`src/rtl/cond_eval_arbiter.sv`:
```
// Round-robin arbiter sharing one sign/zero condition evaluator among NUM_REQ requesters.
// Optional statistics counters are enabled by defining COND_ARB_STATS_EN.
module cond_eval_arbiter #(
  parameter int unsigned NUM_REQ = 4,
  parameter int unsigned WIDTH   = 16,
  parameter int unsigned ID_W    = 3
) (
  input  logic                       clk_i,
  input  logic                       rst_i,
  input  logic [NUM_REQ-1:0]         req_valid_i,
  output logic [NUM_REQ-1:0]         req_ready_o,
  input  logic [NUM_REQ*WIDTH-1:0]   req_num_i,
  input  logic [NUM_REQ*3-1:0]       req_cond_i,
  output logic                       rsp_valid_o,
  input  logic                       rsp_ready_i,
  output logic [ID_W-1:0]            rsp_id_o,
  output logic                       rsp_taken_o,
  output logic                       rsp_lt0_o,
  output logic                       rsp_eq0_o
`ifdef COND_ARB_STATS_EN
  ,
  output logic [15:0]                stat_evals_o,
  output logic [15:0]                stat_taken_o
`endif
);

  typedef enum logic [1:0] {
    S_IDLE = 2'd0,
    S_EVAL = 2'd1,
    S_RESP = 2'd2
  } state_e;

  state_e            state_q;
  logic [ID_W-1:0]   ptr_q;
  logic [ID_W-1:0]   id_q;
  logic [WIDTH-1:0]  num_q;
  logic [2:0]        cond_q;

  logic              found;
  int unsigned       win_int;
  logic [ID_W-1:0]   win_id;
  logic [ID_W-1:0]   ptr_d;
  logic              eval_lt;
  logic              eval_eq;
  logic              eval_gt;
  logic              eval_taken;

  // Round-robin scan starting at ptr_q; first valid requester wins.
  always_comb begin
    found   = 1'b0;
    win_int = 0;
    for (int unsigned k = 0; k < NUM_REQ; k++) begin
      int unsigned idx;
      idx = int'(ptr_q) + k;
      if (idx >= NUM_REQ) idx = idx - NUM_REQ;
      if (!found && req_valid_i[idx]) begin
        found   = 1'b1;
        win_int = idx;
      end
    end
    win_id = ID_W'(win_int);
  end

  always_comb begin
    req_ready_o = '0;
    if (state_q == S_IDLE && found) req_ready_o[win_int] = 1'b1;
  end

  always_comb begin
    eval_lt    = num_q[WIDTH-1];
    eval_eq    = (num_q == '0);
    eval_gt    = ~eval_lt & ~eval_eq;
    eval_taken = |(cond_q & {eval_lt, eval_eq, eval_gt});
    ptr_d      = (id_q == ID_W'(NUM_REQ - 1)) ? '0 : id_q + ID_W'(1);
  end

  always_ff @(posedge clk_i) begin
    if (rst_i) begin
      state_q     <= S_IDLE;
      ptr_q       <= '0;
      id_q        <= '0;
      num_q       <= '0;
      cond_q      <= '0;
      rsp_valid_o <= 1'b0;
      rsp_id_o    <= '0;
      rsp_taken_o <= 1'b0;
      rsp_lt0_o   <= 1'b0;
      rsp_eq0_o   <= 1'b0;
`ifdef COND_ARB_STATS_EN
      stat_evals_o <= '0;
      stat_taken_o <= '0;
`endif
    end else begin
      case (state_q)
        S_IDLE: begin
          if (found) begin
            num_q   <= req_num_i[win_int*WIDTH +: WIDTH];
            cond_q  <= req_cond_i[win_int*3 +: 3];
            id_q    <= win_id;
            state_q <= S_EVAL;
          end
        end
        S_EVAL: begin
          rsp_valid_o <= 1'b1;
          rsp_id_o    <= id_q;
          rsp_taken_o <= eval_taken;
          rsp_lt0_o   <= eval_lt;
          rsp_eq0_o   <= eval_eq;
`ifdef COND_ARB_STATS_EN
          stat_evals_o <= stat_evals_o + 16'd1;
          if (eval_taken) stat_taken_o <= stat_taken_o + 16'd1;
`endif
          state_q     <= S_RESP;
        end
        S_RESP: begin
          // Response fields hold until consumed; pointer advances past the served id.
          if (rsp_ready_i) begin
            rsp_valid_o <= 1'b0;
            ptr_q       <= ptr_d;
            state_q     <= S_IDLE;
          end
        end
        default: state_q <= S_IDLE;
      endcase
    end
  end

endmodule
```
`config.mk`:
```
export PLATFORM = sky130hd
export DESIGN_NAME = cond_eval_arbiter
export DESIGN_NICKNAME = d
export VERILOG_FILES = /design/src/rtl/cond_eval_arbiter.sv
export SDC_FILE = /design/constraint.sdc
export NUM_CORES = 1
export LEC_CHECK = 0
export CAP_MARGIN = 20
export CORE_UTILIZATION = 41
export DETAILED_ROUTE_END_ITERATION = 8
export PLACE_DENSITY = 0.78
export SLEW_MARGIN = 40
export SYNTH_ARGS = -nofsm -noshare
export SYNTH_HDL_FRONTEND = slang
export SYNTH_SLANG_ARGS = --single-unit
```
`constraint.sdc`:
```
create_clock -name clk_i -period 4.25 [get_ports clk_i]
set_input_delay 1.275 -clock clk_i [delete_from_list [all_inputs] [get_ports clk_i]]
set_output_delay 1.275 -clock clk_i [all_outputs]
set_load 0.01 [all_outputs]
```
== After elaboration in Yosys (flattened, before gate mapping) ==
Cells that the tools add are included.

* Bits in registers: 34
* Input port bits: 83

* Add/sub/neg operators: 8
* $mul: 1
* Order comparisons: 10
* Equality and inequality tests: 5
* Shifts and indexed selects: 2
* Mux-type cells: 29
* Bitwise logic cells: 4
* Reduce and logical (&&, ||, !) cells: 16

{| class="wikitable"
|+ Operator list
! cell !! number
|-
| $mux 32 || 8
|-
| $lt 32x3->1 const B || 5
|-
| $shiftx 64x33->16 || 1
|-
| $shiftx 12x33->3 || 1
|-
| $ge 32x1->1 const B || 1
|-
| $mul 32x2->32 const B || 1
|-
| $logic_not 16->1 || 1
|-
| $sub 4x3->5 const B || 3
|-
| $ge 4x3->1 const B || 3
|-
| $mux 1 || 10
|-
| $add 3x2->4 const B || 2
|-
| $bmux 1 s2 || 4
|-
| $reduce_and 2->1 || 4
|-
| $pmux 2 s3 || 1
|-
| $logic_and 1x1->1 || 5
|-
| $add 3x1->4 const B || 1
|-
| $mux 2 || 2
|-
| $mux 4 || 1
|-
| $ne 2x2->1 const B || 2
|-
| $sub 3x3->4 const B || 1
|-
| $add 3x1->3 const B || 1
|-
| $and 3x3->3 || 1
|-
| $eq 3x2->1 const B || 1
|-
| $ge 3x3->1 const B || 1
|-
| 11 further kinds || 14
|}

== Depth between registers and ports, before layout ==
Gate-level depths: netlist of run 1.

* Word-level depth: 19
* Gate-level depth with buffers: 21
* Gate-level depth less buffers: 17

== Least setup slack after synthesis of run 1 ==
Ideal clock, no wire load.

* Kind: input to register
* From: input req_valid_i[2]
* To: register cond_q[2]
* Setup time: 0.079 ns
* Data arrival time: 4.355 ns
* Required time: 4.171 ns
* Path slack: -0.184 ns
* Cell stages on the path: 16
* Path through: mux4_2 > nor4_1 > o21ai_0 > and4_1 > buf_2 > inv_2 > buf_2 > ha_1 > inv_1 > fa_1 > xnor2_1 > nand3_1 > nor3_1 > nand4_1 > a31o_2 > o211ai_1

* Word-level cells in the longest chain between the ends: 14

{| class="wikitable"
|+ RTL lines
! what !! line !! source
|-
| start: declaration || 10 || <nowiki>input logic [NUM_REQ-1:0] req_valid_i,</nowiki>
|-
| $bmux 1 s2 || 56 || <nowiki>if (!found && req_valid_i[idx]) begin</nowiki>
|-
| $mux 1 (not written as such) || 56 ||
|-
| $mux 1 || 56 ||
|-
| $logic_not 1->1 || 56 ||
|-
| $logic_and 1x1->1 || 56 ||
|-
| $mux 1 || 56 ||
|-
| $logic_not 1->1 || 56 ||
|-
| $logic_and 1x1->1 || 56 ||
|-
| $mux 1 || 56 ||
|-
| $logic_not 1->1 || 56 ||
|-
| $logic_and 1x1->1 || 56 ||
|-
| $mux 32 (*) || 56 ||
|-
| named net win_int[1] || 40 || <nowiki>int unsigned win_int;</nowiki>
|-
| $mul 32x2->32 (*) || 98 || <nowiki>cond_q <= req_cond_i[win_int*3 +: 3];</nowiki>
|-
| $shiftx 12x33->3 (*) || 98 ||
|-
| end signal: assignment || 98 ||
|-
| end: declaration || 37 || <nowiki>logic [2:0] cond_q;</nowiki>
|}

The timed path passes the listed nets; every way through them passes the cells marked *. The select of a mux whose other input is x is not followed.
A chain may end at the register's enable or synchronous reset.

== Worst setup path in the final report of run 1 ==
* From: input req_valid_i[2]
* To: output req_ready_o[1]

* Word-level cells in the longest chain between the ends: 17

{| class="wikitable"
|+ RTL lines
! what !! line !! source
|-
| $bmux 1 s2 || 56 ||
|-
| $mux 1 (not written as such) || 56 ||
|-
| $mux 1 || 56 ||
|-
| $logic_not 1->1 || 56 ||
|-
| $logic_and 1x1->1 || 56 ||
|-
| $mux 1 || 56 ||
|-
| $logic_not 1->1 || 56 ||
|-
| $logic_and 1x1->1 || 56 ||
|-
| $mux 1 || 56 ||
|-
| $logic_not 1->1 || 56 ||
|-
| $logic_and 1x1->1 || 56 ||
|-
| $mux 32 || 56 ||
|-
| $ge 32x1->1 (not written as such) or $lt 32x3->1 (tied branches) || 66 || <nowiki>if (state_q == S_IDLE && found) req_ready_o[win_int] = 1'b1;</nowiki>
|-
| $logic_and 1x1->1 (not written as such) || 66 ||
|-
| $mux 1 (not written as such) || 66 ||
|-
| $demux 1 s2 || 66 ||
|-
| $mux 4 (*) || 66 ||
|-
| end: declaration || 11 || <nowiki>output logic [NUM_REQ-1:0] req_ready_o,</nowiki>
|}

Every way passes the cells marked *; elsewhere a longest branch is shown, timed or not. The select of a mux whose other input is x is not followed.

==> results.py, run 1 <==
metrics = {
    "routing": {
        "routed_via_count": 3027,
        "dr.first_iter.drc_count": 209,
        "routed_wirelength_mm": 8.23,
        "postRouteAntennaNets": 0,
        "vias_per_cell": 5.72,
        "detail_route.wl_per_cell_um": 15.6,
        "drt_first_pass_iters": 5,
        "drc": 0,
    },
    "worst_setup_path": {
        "instance_count_on_the_critical_path": 8,
        "cp_slowest_cell": "sky130_fd_sc_hd__mux4_2",
        "critical_path_class": "input pin to primary output",
        "r2r-start": "ptr_q[0]$_SDFFE_PP0P_",
        "critical_path_buf_inv_count": 4,
        "critical_path.endpoint": "req_ready_o[1]",
        "r2r_cells": 19,
        "r2r_setup_slack_ns": 0.43,
        "critical_path_required_ns": 2.97,
        "max_stage_delay_ns": 0.56,
        "worst_setup_path_startpoint": "req_valid_i[2]",
        "path_delay_family": "simple AND/OR/NAND/NOR gates",
        "critical-path-top-cell-by-count": "sky130_fd_sc_hd__buf_4",
        "critical_path.endpoint_type": "primary output",
        "startpoint_type": "input pin",
        "r2r-end": "cond_q[2]$_SDFFE_PP0P_",
        "critical_path.cell_chain": "buf_8, mux4_2, buf_4, nor4_1, buf_4, nor3_2, and3_4, buf_6",
        "largest_fanout_on_the_critical_path": 7,
        "crit_arrival_ns": 3.06,
    },
    "placed_design": {
        "place_hpwl_mm": 5.83,
        "port_buf_inserts": 93,
        "gp_routability_congestion": 0.829,
        "placed_cells_incl_taps": 510,
    },
    "final_layout": {
        "flow.area_growth_from_synthesis_pct": 63.8,
        "insertedDiodeCount": 0,
        "fillers": 453,
        "layout.nets": 549,
        "final_core_utilization_pct": 69.8,
        "multi_input_comb_area_mm2": 0.00190,
        "layout-drive-gt1-share_pct": 23.6,
        "final_cells": 529,
        "ff_latch_area_um2": 681,
    },
    "clock_network": {
        "cts.clk_slew.worst_paths_ns": 0.07,
        "tritoncts_buffer_count": 5,
        "clock_tree_from_tritoncts": "built",
        "h_tree_levels": 2,
        "cts_hold_repair.buffers": 0,
        "clock_path_buffers": 2,
        "clk_latency_ns": 0.29,
        "clock-root-buffer": "sky130_fd_sc_hd__clkbuf_8",
        "tritoncts_num_sinks": 34,
    },
    "floorplan": {
        "placementRows": 28,
        "die_area_mm2": 0.00651,
        "core_mm2": 0.00596,
        "die_width_um": 80.7,
        "initial_cell_density_of_the_core_pct": 42.6,
        "ios": 94,
        "die-height_um": 80.7,
    },
    "job": {
        "drv.max_cap_violation_count": 0,
    },
    "sta": {
        "timing.final.crit_share_pct": 102,
        "hold_violation_total_from_the_final_report": 0,
        "worst_slack_ns": -0.0822,
        "whs_ns": 0.459,
        "timing.max_slew.rel_slack_pct": 56.4,
        "max_slew.worst_pin.slew_ns": 0.652,
        "final.setup_skew_ns": 0.00748,
        "setup_tns_ns": -0.322,
        "pins_over_their_slew_limit": 0,
        "fmax_mhz": 231,
        "grt_setup_unrepaired": "true",
        "finalCriticalPeriod_ns": 4.33,
        "report.final.setup_viol": 4,
    },
    "global_route": {
        "globalRouteOverflowTotal": 0,
        "gr-usage-met1_pct": 32.7,
        "antenna_found_initial": 0,
        "grt_pass1_wl_mm": 12.9,
        "grt-busiest-layer": "met2",
        "globalRouteMet2Util_pct": 44.6,
        "number_of_global_route_vias_before_repair": 2773,
        "track_usage_pct": 25.4,
        "global_route.usage.met3_pct": 2.73,
        "largest_net_degree_at_the_start_of_global_routing": 31,
    },
    "synthesis": {
        "average_size_of_a_mapped_cell_um2": 7.76,
        "number_of_cells_produced_by_synthesis": 327,
        "cell_area_after_technology_mapping_mm2": 0.00254,
        "synth_async_sr_flop_share_pct": 0,
        "synth_enable_flop_cells": 0,
        "ys_warn_count": 0,
        "synth-seq-cells": 34,
        "synth_fp_nets": 422,
        "synth_seq_area_share_pct": 26.8,
        "yosys.cell_types.count": 51,
        "ys_dominant_reg_cell": "sky130_fd_sc_hd__dfxtp_1",
    },
    "outcome": {
        "run_status": "complete, but fails checks",
        "failing_checks": "negative setup slack",
    },
    "pwr": {
        "power_density_over_cell_area_mw_per_mm2": 298,
        "worst_ir_drop_vdd_mv": 0.203,
        "power_total_uw": 1240,
        "total_leakage_power_uw": 0.00170,
    },
    "worst_hold_path": {
        "min-delay-path-class": "register to register",
    },
}
==> state kept, by name, indices dropped and copies added, names as in the netlist <==
name / count
rsp_valid_o: 1
cond_q: 3
state_q: 2
id_q: 3
rsp_eq0_o: 1
rsp_lt0_o: 1
ptr_q: 3
rsp_id_o: 3
rsp_taken_o: 1
num_q: 16
==> layout by cell type (no fill, tap or decap), types with 6 or more instances in the layout <==
cell	count
sky130_fd_sc_hd__nand3_1	40
sky130_fd_sc_hd__inv_1	7
sky130_fd_sc_hd__a21oi_1	13
sky130_fd_sc_hd__a32o_1	16
sky130_fd_sc_hd__nand2_1	77
sky130_fd_sc_hd__buf_6	13
sky130_fd_sc_hd__buf_4	40
sky130_fd_sc_hd__clkdlybuf4s50_1	85
sky130_fd_sc_hd__dfxtp_1	34
sky130_fd_sc_hd__clkbuf_8	6
sky130_fd_sc_hd__o21ai_0	6
sky130_fd_sc_hd__nor2_1	13
sky130_fd_sc_hd__mux4_2	9
==> synthesized netlist by cell type (3+ instances only) <==
cell | count | area share (%)
sky130_fd_sc_hd__a211oi_1 | 4 | 1.2
sky130_fd_sc_hd__a21oi_1 | 14 | 2.8
sky130_fd_sc_hd__a32o_1 | 16 | 6.3
sky130_fd_sc_hd__and3_1 | 5 | 1.2
sky130_fd_sc_hd__buf_2 | 9 | 1.8
sky130_fd_sc_hd__clkbuf_1 | 8 | 1.2
sky130_fd_sc_hd__dfxtp_1 | 34 | 27
sky130_fd_sc_hd__ha_1 | 11 | 5.4
sky130_fd_sc_hd__inv_1 | 9 | 1.3
sky130_fd_sc_hd__mux2i_1 | 4 | 1.6
sky130_fd_sc_hd__mux4_2 | 9 | 8.0
sky130_fd_sc_hd__nand2_1 | 78 | 12
sky130_fd_sc_hd__nand2b_1 | 5 | 1.2
sky130_fd_sc_hd__nand3_1 | 40 | 7.9
sky130_fd_sc_hd__nand3b_1 | 3 | 0.89
sky130_fd_sc_hd__nand4_1 | 3 | 0.74
sky130_fd_sc_hd__nor2_1 | 14 | 2.1
sky130_fd_sc_hd__nor2b_1 | 5 | 1.2
sky130_fd_sc_hd__nor3_1 | 3 | 0.59
sky130_fd_sc_hd__nor4_1 | 7 | 1.7
sky130_fd_sc_hd__o211ai_1 | 3 | 0.89
sky130_fd_sc_hd__o21ai_0 | 7 | 1.4
==> timing repair <==
item / in CTS / in global routing
resized for setup: 66 / 16
pin swaps: 8 / 7
buffers inserted: 8 / 4
endpoints found under the setup margin: 7 / 7
hold endpoints to repair: 0 / 0
==> worst register-to-register path, cell delays in order, from the launching register on <==
cell                       delay (ns)
sky130_fd_sc_hd__dfxtp_1         0.35
sky130_fd_sc_hd__inv_1           0.07
sky130_fd_sc_hd__ha_1            0.33
sky130_fd_sc_hd__mux4_2          0.61
sky130_fd_sc_hd__buf_4           0.18
sky130_fd_sc_hd__o21a_1          0.21
sky130_fd_sc_hd__nor2_4          0.14
sky130_fd_sc_hd__inv_2           0.09
sky130_fd_sc_hd__ha_4            0.17
sky130_fd_sc_hd__buf_4           0.14
sky130_fd_sc_hd__inv_1           0.08
sky130_fd_sc_hd__fa_2            0.23
sky130_fd_sc_hd__inv_1           0.05
sky130_fd_sc_hd__a21o_1          0.15
sky130_fd_sc_hd__a21oi_1         0.15
sky130_fd_sc_hd__buf_4           0.17
sky130_fd_sc_hd__nand2_2         0.09
sky130_fd_sc_hd__nor3_4          0.26
sky130_fd_sc_hd__a22oi_2         0.11
sky130_fd_sc_hd__o211ai_1        0.15
==> how the worst min path moves through the flow <==
stage                             startpoint                  endpoint  slack, ns  depth (start not counted)
global placement    rsp_id_o[1]$_SDFFE_PP0P_  rsp_id_o[1]$_SDFFE_PP0P_       0.44                          2
CTS                 rsp_id_o[1]$_SDFFE_PP0P_  rsp_id_o[1]$_SDFFE_PP0P_       0.46                          2
global route        rsp_id_o[1]$_SDFFE_PP0P_  rsp_id_o[1]$_SDFFE_PP0P_       0.49                          2
finish              rsp_id_o[1]$_SDFFE_PP0P_  rsp_id_o[1]$_SDFFE_PP0P_       0.46                          2
detailed placement  rsp_id_o[1]$_SDFFE_PP0P_  rsp_id_o[1]$_SDFFE_PP0P_       0.45                          2
floorplan             num_q[10]$_SDFFE_PP0P_    num_q[10]$_SDFFE_PP0P_       0.44                          1
==> per-layer routing <==
metal	up-vias	wire, µm
li1	1450	-
met1	1471	3410
met2	95	4350
met3	11	368
met4	0	104
met5	-	0
==> cells by family (layout without fill, tap and decap cells) <==
| logic type | Yosys count | count (layout) | synth area share, % |
|---|---|---|---|
| AOI/OAI and AO/OA | 60 | 60 | 17.9 |
| xor gates and xnor gates | 2 | 2 | 0.690 |
| adders and majority gates | 12 | 12 | 6.21 |
| buffers and inverters | 31 | 158 | 5.62 |
| DFF | 34 | 34 | 26.8 |
| muxes | 14 | 14 | 10.0 |
| other | 1 | 1 | 0.148 |
| and+or+nand+nor | 173 | 173 | 32.6 |
==> layout make-up <==
type	instances	area share, %
inverter	11	0.993
sequential	34	16.4
multi-input combinational	262	45.6
tap	75	2.26
clock inverter	1	0.722
clock buffer	6	1.99
timing repair buffer	140	32.1
==> through the flow <==
stage	instance area [µm²]	setup slack, ns
3_3_place_gp	3760	-0.822
2_1_floorplan	2590	0.00557
6_report	4160	-0.0822
5_1_grt	4160	-0.142
4_1_cts	4050	-0.0419
3_5_place_dp	3770	-0.873
==> where the power goes <==
group | internal [µW] | switching (µW)
clock network | 188 | 122
registers | 364 | 30.7
logic | 284 | 250
total | 836 | 403
No activity file was read; power rests on OpenSTA's default activity.
==> run 2, diff against run 1 <==
- RECOVER_POWER: default -> 25
==> run 2 against run 1 <==
  * The flow still finishes with violations (negative setup slack)
  * Sequential power about the same
  * Core utilization down 0.063 points
  * Via count about the same
  * Count of clock-buffer cells in the layout unchanged
  * Die area unchanged
  * Fmax about the same
  * Sequential share of layout area about the same
  * Worst setup slack about the same
  * Clock power about the same
  * Combinational power about the same
  * Hold slack unchanged
  * Clock skew unchanged
  * Critical endpoint unchanged
  * Largest power group unchanged
==> results.py, run 2 (synthesis gave the netlist of run 1 again) <==
metrics = {
    "clock_network": {
        "cts.clk_slew.worst_paths_ns": 0.07,
        "clock-root-buffer": "sky130_fd_sc_hd__clkbuf_8",
        "clk_latency_ns": 0.29,
        "tritoncts_buffer_count": 5,
        "h_tree_levels": 2,
        "clock_path_buffers": 2,
        "cts_hold_repair.buffers": 0,
        "clock_tree_from_tritoncts": "built",
        "tritoncts_num_sinks": 34,
    },
    "global_route": {
        "number_of_global_route_vias_before_repair": 2773,
        "antenna_found_initial": 0,
        "largest_net_degree_at_the_start_of_global_routing": 31,
        "globalRouteOverflowTotal": 0,
        "grt_pass1_wl_mm": 12.9,
        "track_usage_pct": 25.4,
    },
    "routing": {
        "postRouteAntennaNets": 0,
        "drc": 0,
        "drt_first_pass_iters": 5,
        "detail_route.wl_per_cell_um": 15.6,
        "dr.first_iter.drc_count": 209,
        "vias_per_cell": 5.72,
        "routed_via_count": 3026,
        "routed_wirelength_mm": 8.23,
    },
    "final_layout": {
        "top_library_cells_by_usage_in_the_layout_fill_and_taps_aside": "sky130_fd_sc_hd__clkdlybuf4s50_1 (84), sky130_fd_sc_hd__nand2_1 (77), sky130_fd_sc_hd__nand3_1 (40), sky130_fd_sc_hd__buf_4 (39), sky130_fd_sc_hd__dfxtp_1 (34)",
        "largest_register_ffs": 16,
        "most_flops_register": "num_q",
        "flow.area_growth_from_synthesis_pct": 63.7,
        "insertedDiodeCount": 0,
        "commonest_non_fill_non_tap_cell_in_the_layout": "sky130_fd_sc_hd__clkdlybuf4s50_1",
        "layout.nets": 549,
        "final_cells": 529,
        "fillers": 455,
        "stdcell_area_mm2": 0.00415,
        "layout-drive-gt1-share_pct": 23.3,
    },
    "sta": {
        "finalCriticalPeriod_ns": 4.33,
        "pins_over_their_slew_limit": 0,
        "grt_setup_unrepaired": "true",
        "fmax_mhz": 231,
        "timing.final.crit_share_pct": 102,
        "worst_slack_ns": -0.0818,
        "final.setup_skew_ns": 0.00748,
        "setup_tns_ns": -0.321,
        "max_slew.worst_pin.slew_ns": 0.920,
        "timing.max_slew.rel_slack_pct": 38.6,
        "report.final.setup_viol": 4,
        "hold_violation_total_from_the_final_report": 0,
    },
    "placed_design": {
        "placed_cell_area_mm2": 0.00377,
        "gp_routability_congestion": 0.829,
        "placed_cells_incl_taps": 510,
        "place_hpwl_mm": 5.83,
        "port_buf_inserts": 93,
    },
    "floorplan": {
        "initial_cell_density_of_the_core_pct": 42.6,
        "core_mm2": 0.00596,
        "placementRows": 28,
        "ios": 94,
        "die_area_mm2": 0.00651,
        "die_width_um": 80.7,
        "die-height_um": 80.7,
    },
    "worst_setup_path": {
        "critical_path_required_ns": 2.97,
        "path_delay_family": "simple AND/OR/NAND/NOR gates",
        "critical-path-top-cell-by-count": "sky130_fd_sc_hd__buf_4",
        "critical_path.cell_chain": "buf_8, mux4_2, buf_4, nor4_1, buf_4, nor3_2, and3_4, buf_6",
        "max_stage_delay_ns": 0.56,
        "critical_path_buf_inv_count": 4,
        "critical_path_class": "input pin to primary output",
        "crit_arrival_ns": 3.06,
        "largest_fanout_on_the_critical_path": 7,
        "cp_slowest_cell": "sky130_fd_sc_hd__mux4_2",
        "startpoint_type": "input pin",
        "critical_path.endpoint_type": "primary output",
    },
    "pwr": {
        "total_leakage_power_uw": 0.00169,
        "power_density_over_cell_area_mw_per_mm2": 298,
        "worst_ir_drop_vdd_mv": 0.203,
    },
    "outcome": {
        "failing_checks": "negative setup slack",
        "run_status": "complete, but fails checks",
    },
    "job": {
        "drv.max_cap_violation_count": 0,
    },
    "worst_hold_path": {
        "min-delay-path-class": "register to register",
    },
}
[run 2: changes by cell type in the layout (fill, tap and decap cells not counted)]
cell | before | now
sky130_fd_sc_hd__buf_4 | 40 | 39
sky130_fd_sc_hd__clkbuf_1 | 0 | 1
sky130_fd_sc_hd__clkdlybuf4s50_1 | 85 | 84
sky130_fd_sc_hd__dlygate4sd3_1 | 0 | 1
[run 2: final cells by class]
cell class | count | area (µm²) | area share (%)
Clock inverter | 1 | 30.0 | 0.723
Tap cell | 75 | 93.8 | 2.26
Sequential cell | 34 | 681 | 16.4
Clock buffer | 6 | 82.6 | 1.99
Multi-Input combinational cell | 262 | 1900 | 45.6
Inverter | 11 | 41.3 | 0.994
Timing Repair Buffer | 140 | 1330 | 32.0
[run 2: tightest hold or removal path, stage by stage (launching register included)]
cell and delay (ns):
sky130_fd_sc_hd__dfxtp_1 0.31, sky130_fd_sc_hd__nand2_1 0.05, sky130_fd_sc_hd__a21oi_1 0.05
[run 2: path summary, 6_finish.rpt]
kind	depth (start not counted)	start	slack [ns]	to
max reg2reg	19	ptr_q[0]$_SDFFE_PP0P_	0.43	cond_q[2]$_SDFFE_PP0P_
min reg2reg	2	rsp_id_o[1]$_SDFFE_PP0P_	0.46	rsp_id_o[1]$_SDFFE_PP0P_
min	2	rsp_id_o[1]$_SDFFE_PP0P_	0.46	rsp_id_o[1]$_SDFFE_PP0P_
max	8	req_valid_i[2]	-0.08	req_ready_o[1]
[run 2: through the flow]
stage          hold WS (ns)  utilization (%)  power (µW)  worst slack (ns)
5_1_grt               0.487             69.7        1310            -0.142
4_1_cts               0.461             68.0        1210           -0.0419
3_5_place_dp          0.451             63.3         878            -0.873
6_report              0.459             69.7        1240           -0.0818
3_3_place_gp          0.443             63.2         867            -0.822
2_1_floorplan         0.442                -         678           0.00557
[run 2: repair_timing]
action | 4_1_cts | 5_1_grt
setup endpoints to repair | 7 | 7
pin swaps | 8 | 7
setup buffers | 8 | 4
gates resized for setup | 66 | 16
[run 2: per-layer routing]
metal	track usage [%]	wire (µm)	up-vias
met1	32.7	3410	1470
met4	6.96	104	0
met2	44.6	4350	95
met3	2.73	368	11
met5	0	0	-
li1	-	-	1450
[run 2: where the power goes]
group          total (µW)  internal, µW  switching, µW
Sequential            395           364           30.7
Clock                 310           188            122
Combinational         533           283            250
==> run 3, diff against run 2 <==
- CORE_UTILIZATION: 41 -> 40
- PLACE_DENSITY: 0.78 -> 0.76
==> run 3 against run 2 <==
  * The run still ends with negative setup slack left
  * Cell count fell by 0.95%
  * First-iteration DRC count rose by 2.9%
  * Fmax fell by 0.22%
  * Clock power rose by 18%
  * Register-to-register slack got worse by 0.04 ns
  * Clock skew fell by 0.0021 ns
  * Combinational power barely moved
  * Worst setup slack got worse by 0.0094 ns
  * Hold slack got worse by 0.0027 ns
  * Sequential power barely moved
  * Non-clock buffer count fell by 6
  * Critical path type unchanged
  * Critical endpoint is now req_ready_o[0]
  * Largest cell class unchanged
  * Highest routed layer unchanged
==> results.py, run 3 (synthesis gave the netlist of run 1 again) <==
metrics = {
    "pwr": {
        "total_leakage_power_uw": 0.00169,
        "power_total_uw": 1290,
        "p_seq_share_pct": 30.6,
        "power_frac_clock_pct": 28.3,
        "worst_ir_drop_vdd_mv": 0.207,
        "power_density_over_cell_area_mw_per_mm2": 311,
        "internal_power_uw": 877,
        "p_sw_share_pct": 32.1,
        "net-switching-power_uw": 414,
        "comb_power_share_pct": 41.1,
    },
    "final_layout": {
        "layout.nets": 543,
        "top_library_cells_by_usage_in_the_layout_fill_and_taps_aside": "sky130_fd_sc_hd__clkdlybuf4s50_1 (84), sky130_fd_sc_hd__nand2_1 (77), sky130_fd_sc_hd__nand3_1 (40), sky130_fd_sc_hd__dfxtp_1 (34), sky130_fd_sc_hd__buf_4 (33)",
        "largest_register_ffs": 16,
        "flow.area_growth_from_synthesis_pct": 63.8,
        "commonest_non_fill_non_tap_cell_in_the_layout": "sky130_fd_sc_hd__clkdlybuf4s50_1",
        "layout-drive-gt1-share_pct": 21.8,
        "insertedDiodeCount": 0,
        "fillers": 495,
        "most_flops_register": "num_q",
    },
    "global_route": {
        "largest_net_degree_at_the_start_of_global_routing": 33,
        "grt_pass1_wl_mm": 12.7,
        "number_of_global_route_vias_before_repair": 2733,
        "antenna_found_initial": 0,
        "globalRouteOverflowTotal": 0,
        "track_usage_pct": 24.6,
    },
    "sta": {
        "whs_ns": 0.456,
        "setup_tns_ns": -0.334,
        "final.setup_skew_ns": 0.00540,
        "timing.max_slew.rel_slack_pct": 40.0,
        "timing.final.crit_share_pct": 102,
        "finalCriticalPeriod_ns": 4.34,
        "report.final.setup_viol": 4,
        "hold_violation_total_from_the_final_report": 0,
        "worst_slack_ns": -0.0911,
        "fmax_mhz": 230,
        "grt_setup_unrepaired": "true",
        "pins_over_their_slew_limit": 0,
        "max_slew.worst_pin.slew_ns": 0.899,
    },
    "worst_setup_path": {
        "critical_path.endpoint_type": "primary output",
        "r2r-start": "ptr_q[0]$_SDFFE_PP0P_",
        "r2r-end": "cond_q[2]$_SDFFE_PP0P_",
        "critical-path-top-cell-by-count": "sky130_fd_sc_hd__buf_6",
        "largest_fanout_on_the_critical_path": 5,
        "startpoint_type": "input pin",
        "worst_setup_path_startpoint": "req_valid_i[1]",
        "r2r_cells": 18,
        "max_stage_delay_ns": 0.57,
        "critical_path_buf_inv_count": 3,
        "r2r_setup_slack_ns": 0.39,
        "cp_slowest_cell": "sky130_fd_sc_hd__mux4_2",
        "path_delay_family": "simple AND/OR/NAND/NOR gates",
        "critical_path_class": "input pin to primary output",
        "critical_path.cell_chain": "buf_6, mux4_2, nor4_4, o21ai_1, and4_4, buf_6, ha_4, and3_4, buf_6",
        "crit_arrival_ns": 3.07,
        "critical_path_required_ns": 2.97,
    },
    "worst_hold_path": {
        "start_point_of_the_worst_min_delay_path": "rsp_lt0_o$_SDFFE_PP0P_",
        "min-delay-path-class": "register to register",
        "whs_path_depth": 2,
        "holdPathEnd": "rsp_lt0_o$_SDFFE_PP0P_",
    },
    "job": {
        "drv.max_cap_violation_count": 0,
    },
    "placed_design": {
        "gp_routability_congestion": 0.799,
        "port_buf_inserts": 93,
        "place_ws_ns": -0.903,
        "place_hpwl_mm": 5.70,
    },
    "clock_network": {
        "tritoncts_buffer_count": 5,
        "clock-root-buffer": "sky130_fd_sc_hd__clkbuf_8",
        "clk_latency_ns": 0.29,
        "h_tree_levels": 2,
        "tritoncts_num_sinks": 34,
        "cts.clk_slew.worst_paths_ns": 0.08,
        "clock_tree_from_tritoncts": "built",
        "clock_path_buffers": 2,
        "cts_hold_repair.buffers": 0,
    },
    "floorplan": {
        "die_width_um": 81.6,
        "core_mm2": 0.00603,
        "die-height_um": 81.6,
        "placementRows": 28,
        "die_area_mm2": 0.00667,
        "initial_cell_density_of_the_core_pct": 42.1,
        "ios": 94,
    },
    "outcome": {
        "failing_checks": "negative setup slack",
        "run_status": "complete, but fails checks",
    },
    "routing": {
        "dr.first_iter.drc_count": 215,
        "detail_route.wl_per_cell_um": 15.5,
        "postRouteAntennaNets": 0,
        "drt_first_pass_iters": 4,
        "drc": 0,
        "routed_wirelength_mm": 8.13,
        "vias_per_cell": 5.57,
        "routed_via_count": 2920,
    },
}
[run 3: worst max path at each step]
stage	end	slack, ns	cells past startpoint
after CTS	req_ready_o[2]	-0.02	9
after detailed placement	req_ready_o[3]	-0.90	9
after global placement	req_ready_o[3]	-0.86	9
after floorplan	req_ready_o[1]	0.006	9
final	req_ready_o[0]	-0.09	9
after global routing	req_ready_o[0]	-0.16	9
[run 3: power by group through the flow]
stage	sequential, µW	clock, µW	combinational [µW]
global placement	400	0	464
CTS	394	369	507
detailed placement	402	0	473
finish	395	365	531
floorplan	395	0	283
global route	399	383	579
[run 3: routing by layer]
| metal | routed length, µm | global-route usage [%] | vias up |
|---|---|---|---|
| met5 | 0 | 0 | - |
| met4 | 112 | 6.84 | 0 |
| met3 | 401 | 3.22 | 11 |
| met2 | 4030 | 41.6 | 112 |
| met1 | 3590 | 32.7 | 1364 |
| li1 | - | - | 1433 |
[run 3: area by class of cell]
class	instances	area [µm²]	share of cell area, %
clock buffer	5	68.8	1.66
clock inverter	3	68.8	1.66
inverter	11	43.8	1.05
multi-input combinational	262	1910	46.0
sequential	34	681	16.4
tap	75	93.8	2.26
timing repair buffer	134	1290	31.0
[run 3: through the flow]
step / cell area, µm² / instances / util, %
5_1_grt: 4160 / 524 / 69.0
6_report: 4160 / 524 / 69.0
3_5_place_dp: 3760 / 508 / 62.3
3_3_place_gp: 3750 / 508 / 62.2
2_1_floorplan: 2590 / 327 / -
4_1_cts: 4080 / 523 / 67.7
[run 3: worst min-delay path: cells and delay by family (launching register included)]
kind	cells	cell delay, ns
AOI/OAI and AO/OA	1	0.05
DFF	1	0.31
and+or+nand+nor	1	0.05
[run 3: repair_timing]
action	in CTS	in global routing
buffers inserted	7	1
pin swaps	8	8
endpoints found under the setup margin	7	7
gates resized for setup	71	13
gates cloned	0	0
==> variant (settings of run 1) <==
The option `COND_ARB_STATS_EN` is turned on by a define.
--- a/src/rtl/cond_eval_arbiter.sv
+++ b/src/rtl/cond_eval_arbiter.sv
@@ -1,5 +1,7 @@
 // Round-robin arbiter sharing one sign/zero condition evaluator among NUM_REQ requesters.
 // Optional statistics counters are enabled by defining COND_ARB_STATS_EN.
+`define COND_ARB_STATS_EN
+
 module cond_eval_arbiter #(
   parameter int unsigned NUM_REQ = 4,
   parameter int unsigned WIDTH   = 16,
Formal check against the unedited RTL (old outputs only; new: stat_evals_o and stat_taken_o): equivalent (equiv_simple and equiv_induct, registers matched by name and starting in step).
==> variant against run 1 <==
The flow still finishes with violations (negative setup slack). Sequential cell count grew 32. Routed wire length increased by 34%. Final area is 43% higher. Setup slack worse by 85 ps. Via count increased by 30%. Power up 42%. Synthesized area increased by 51%. Sequential power is 75% higher. Final cell count increased by 34%. Combinational power is 13% lower. Critical path depth is 2 higher. Clock skew about the same. Critical path type unchanged. Largest cell class unchanged. Largest power group is now registers. Highest routed layer unchanged.
==> variant: results (changes against run 1) <==
<table>
<tr><th>Metric</th><th>Value</th></tr>
<tr><th colspan="2">Outcome</th></tr>
<tr><td>Status</td><td>complete, but fails checks (unchanged)</td></tr>
<tr><td>Violated checks</td><td>negative setup slack (unchanged)</td></tr>
<tr><th colspan="2">Clocking</th></tr>
<tr><td>CTS buffer count</td><td>9 (was 5)</td></tr>
<tr><td>Clock latency at the later pin of the worst-skew pair</td><td>340 ps (was 290 ps)</td></tr>
<tr><th colspan="2">Synthesis</th></tr>
<tr><td>Most common library cells after synthesis</td><td>sky130_fd_sc_hd__dfxtp_1, sky130_fd_sc_hd__nand2_1, sky130_fd_sc_hd__nor2_1 (was sky130_fd_sc_hd__nand2_1, sky130_fd_sc_hd__nand3_1, sky130_fd_sc_hd__dfxtp_1)</td></tr>
<tr><td>Largest cells by area after synthesis</td><td>sky130_fd_sc_hd__dfxtp_1, sky130_fd_sc_hd__mux2i_1, sky130_fd_sc_hd__nand2_1 (was sky130_fd_sc_hd__dfxtp_1, sky130_fd_sc_hd__nand2_1, sky130_fd_sc_hd__mux4_2)</td></tr>
<tr><td>Nets in the synthesized netlist</td><td>530 (was 422)</td></tr>
<tr><td>Cell count after synthesis</td><td>433 (was 327)</td></tr>
<tr><td>Synth unique cells</td><td>49 (was 51)</td></tr>
<tr><th colspan="2">STA</th></tr>
<tr><td>Final setup margin</td><td>-167.3 ps (was -82.16 ps)</td></tr>
<tr><td>Number of setup violations in the final report</td><td>5 (was 4)</td></tr>
<tr><td>Max-slew headroom</td><td>50.87% (was 56.39%)</td></tr>
<tr><td>Summed negative setup slack over all endpoints</td><td>-655.0 ps (was -322.0 ps)</td></tr>
<tr><th colspan="2">Final layout</th></tr>
<tr><td>Fillers</td><td>704 (was 453)</td></tr>
<tr><td>Nets</td><td>691 (was 549)</td></tr>
<tr><th colspan="2">Global route</th></tr>
<tr><td>Pin count of the biggest net entering global routing</td><td>49 (was 31)</td></tr>
<tr><td>Number of global-route vias before repair</td><td>3,733 (was 2,773)</td></tr>
<tr><td>First-pass GRT wire length</td><td>17,330 um (was 12,940 um)</td></tr>
<tr><td>Global routing usage summed across all routing layers</td><td>21.71% (was 25.43%)</td></tr>
<tr><th colspan="2">Place</th></tr>
<tr><td>DP Wirelength</td><td>7800 um (was 5826 um)</td></tr>
<tr><td>Inst Count DP</td><td>676 (was 510)</td></tr>
<tr><td>Port Buffers</td><td>125 (was 93)</td></tr>
<tr><th colspan="2">Power</th></tr>
<tr><td>Leakage power total</td><td>2.276 nW (was 1.696 nW)</td></tr>
<tr><td>Max rail drop VDD</td><td>181.5 uV (was 202.7 uV)</td></tr>
<tr><th colspan="2">Drt</th></tr>
<tr><td>Detailed-router iteration count before antenna repair</td><td>4 (was 5)</td></tr>
<tr><td>Number of DRC markers in iteration 0</td><td>148 (was 209)</td></tr>
<tr><td>Post-detailed-route via-to-cell ratio</td><td>5.549 (was 5.722)</td></tr>
</table>
## variant: cell types whose count changed in the layout (fill, tap and decap cells not counted), moves of 7 or more
cell,run 1,this run
sky130_fd_sc_hd__nand2_1,77,49
sky130_fd_sc_hd__nand3_1,40,13
sky130_fd_sc_hd__and3_1,1,8
sky130_fd_sc_hd__a32o_1,16,0
sky130_fd_sc_hd__mux2i_1,4,46
sky130_fd_sc_hd__dfxtp_1,34,66
sky130_fd_sc_hd__xor2_1,1,21
sky130_fd_sc_hd__clkdlybuf4s50_1,85,116
sky130_fd_sc_hd__xnor2_1,0,9
sky130_fd_sc_hd__nor2_1,13,48
sky130_fd_sc_hd__o221ai_1,1,17
## variant: worst paths after layout
check                  from        endpoint  slack (ps)  depth (start not counted)
max reg2reg        ptr_q[0]       cond_q[0]          90                         16
min               rsp_lt0_o       rsp_lt0_o         450                          2
min reg2reg       rsp_lt0_o       rsp_lt0_o         450                          2
max          req_valid_i[2]  req_ready_o[0]        -170                         10
## variant: per-layer routing
metal  GRT usage (%)  share of wire, %  vias up  wire length, um
met2           37.49                50      142             5562
met5               0                 0        -                0
li1                -                 -     1889                -
met4           5.511              0.91        0              101
met1           26.67                44     1879             4830
met3           6.099               5.1       13              569
## variant: power breakdown
part / total, mW / internal, mW / switching, mW / leakage [nW]
Combinational: 0.467 / 0.256 / 0.211 / 1.63
Clock: 0.598 / 0.347 / 0.251 / 0.109
Sequential: 0.691 / 0.661 / 0.0305 / 0.537
## variant: worst reg2reg max path, delay by kind of cell (launching register included)
family                   cells  cell delay, ps
multiplexers                 2            1130
AND/OR/NAND/NOR              2             240
flip-flops                   1             340
AO/OA/AOI/OAI                4             710
adder cells (fa/ha/maj)      3            1110
buffers and inverters        5             510
## variant: what timing repair did
| item | CTS | global route |
|---|---|---|
| pin swaps | 12 | 10 |
| hold buffers | 0 | 0 |
| gates resized for setup | 61 | 28 |
| setup endpoints to repair | 7 | 7 |
| setup buffers | 12 | 5 |
## variant: cell type report
class                      count  area (um2)  area share [%]
clock inverter                 6       88.84           1.500
sequential                    66        1321           22.31
timing repair buffer         171        1637           27.63
tap                          108       135.1           2.281
clock buffer                  10       137.6           2.324
multi-input combinational    334        2559           43.20
inverter                      12       45.04          0.7605
## variant: logic make-up (layout without fill, tap and decap cells)
logic type | after synthesis | count (layout) | synth area share, %
muxes | 56 | 56 | 17.42
adders and majority gates | 14 | 14 | 4.771
other | 1 | 1 | 0.09795
AOI/OAI and AO/OA | 63 | 63 | 11.37
and+or+nand+nor | 170 | 170 | 21.05
DFF | 66 | 66 | 34.51
buffers and inverters | 33 | 199 | 3.921
xor gates and xnor gates | 30 | 30 | 6.863
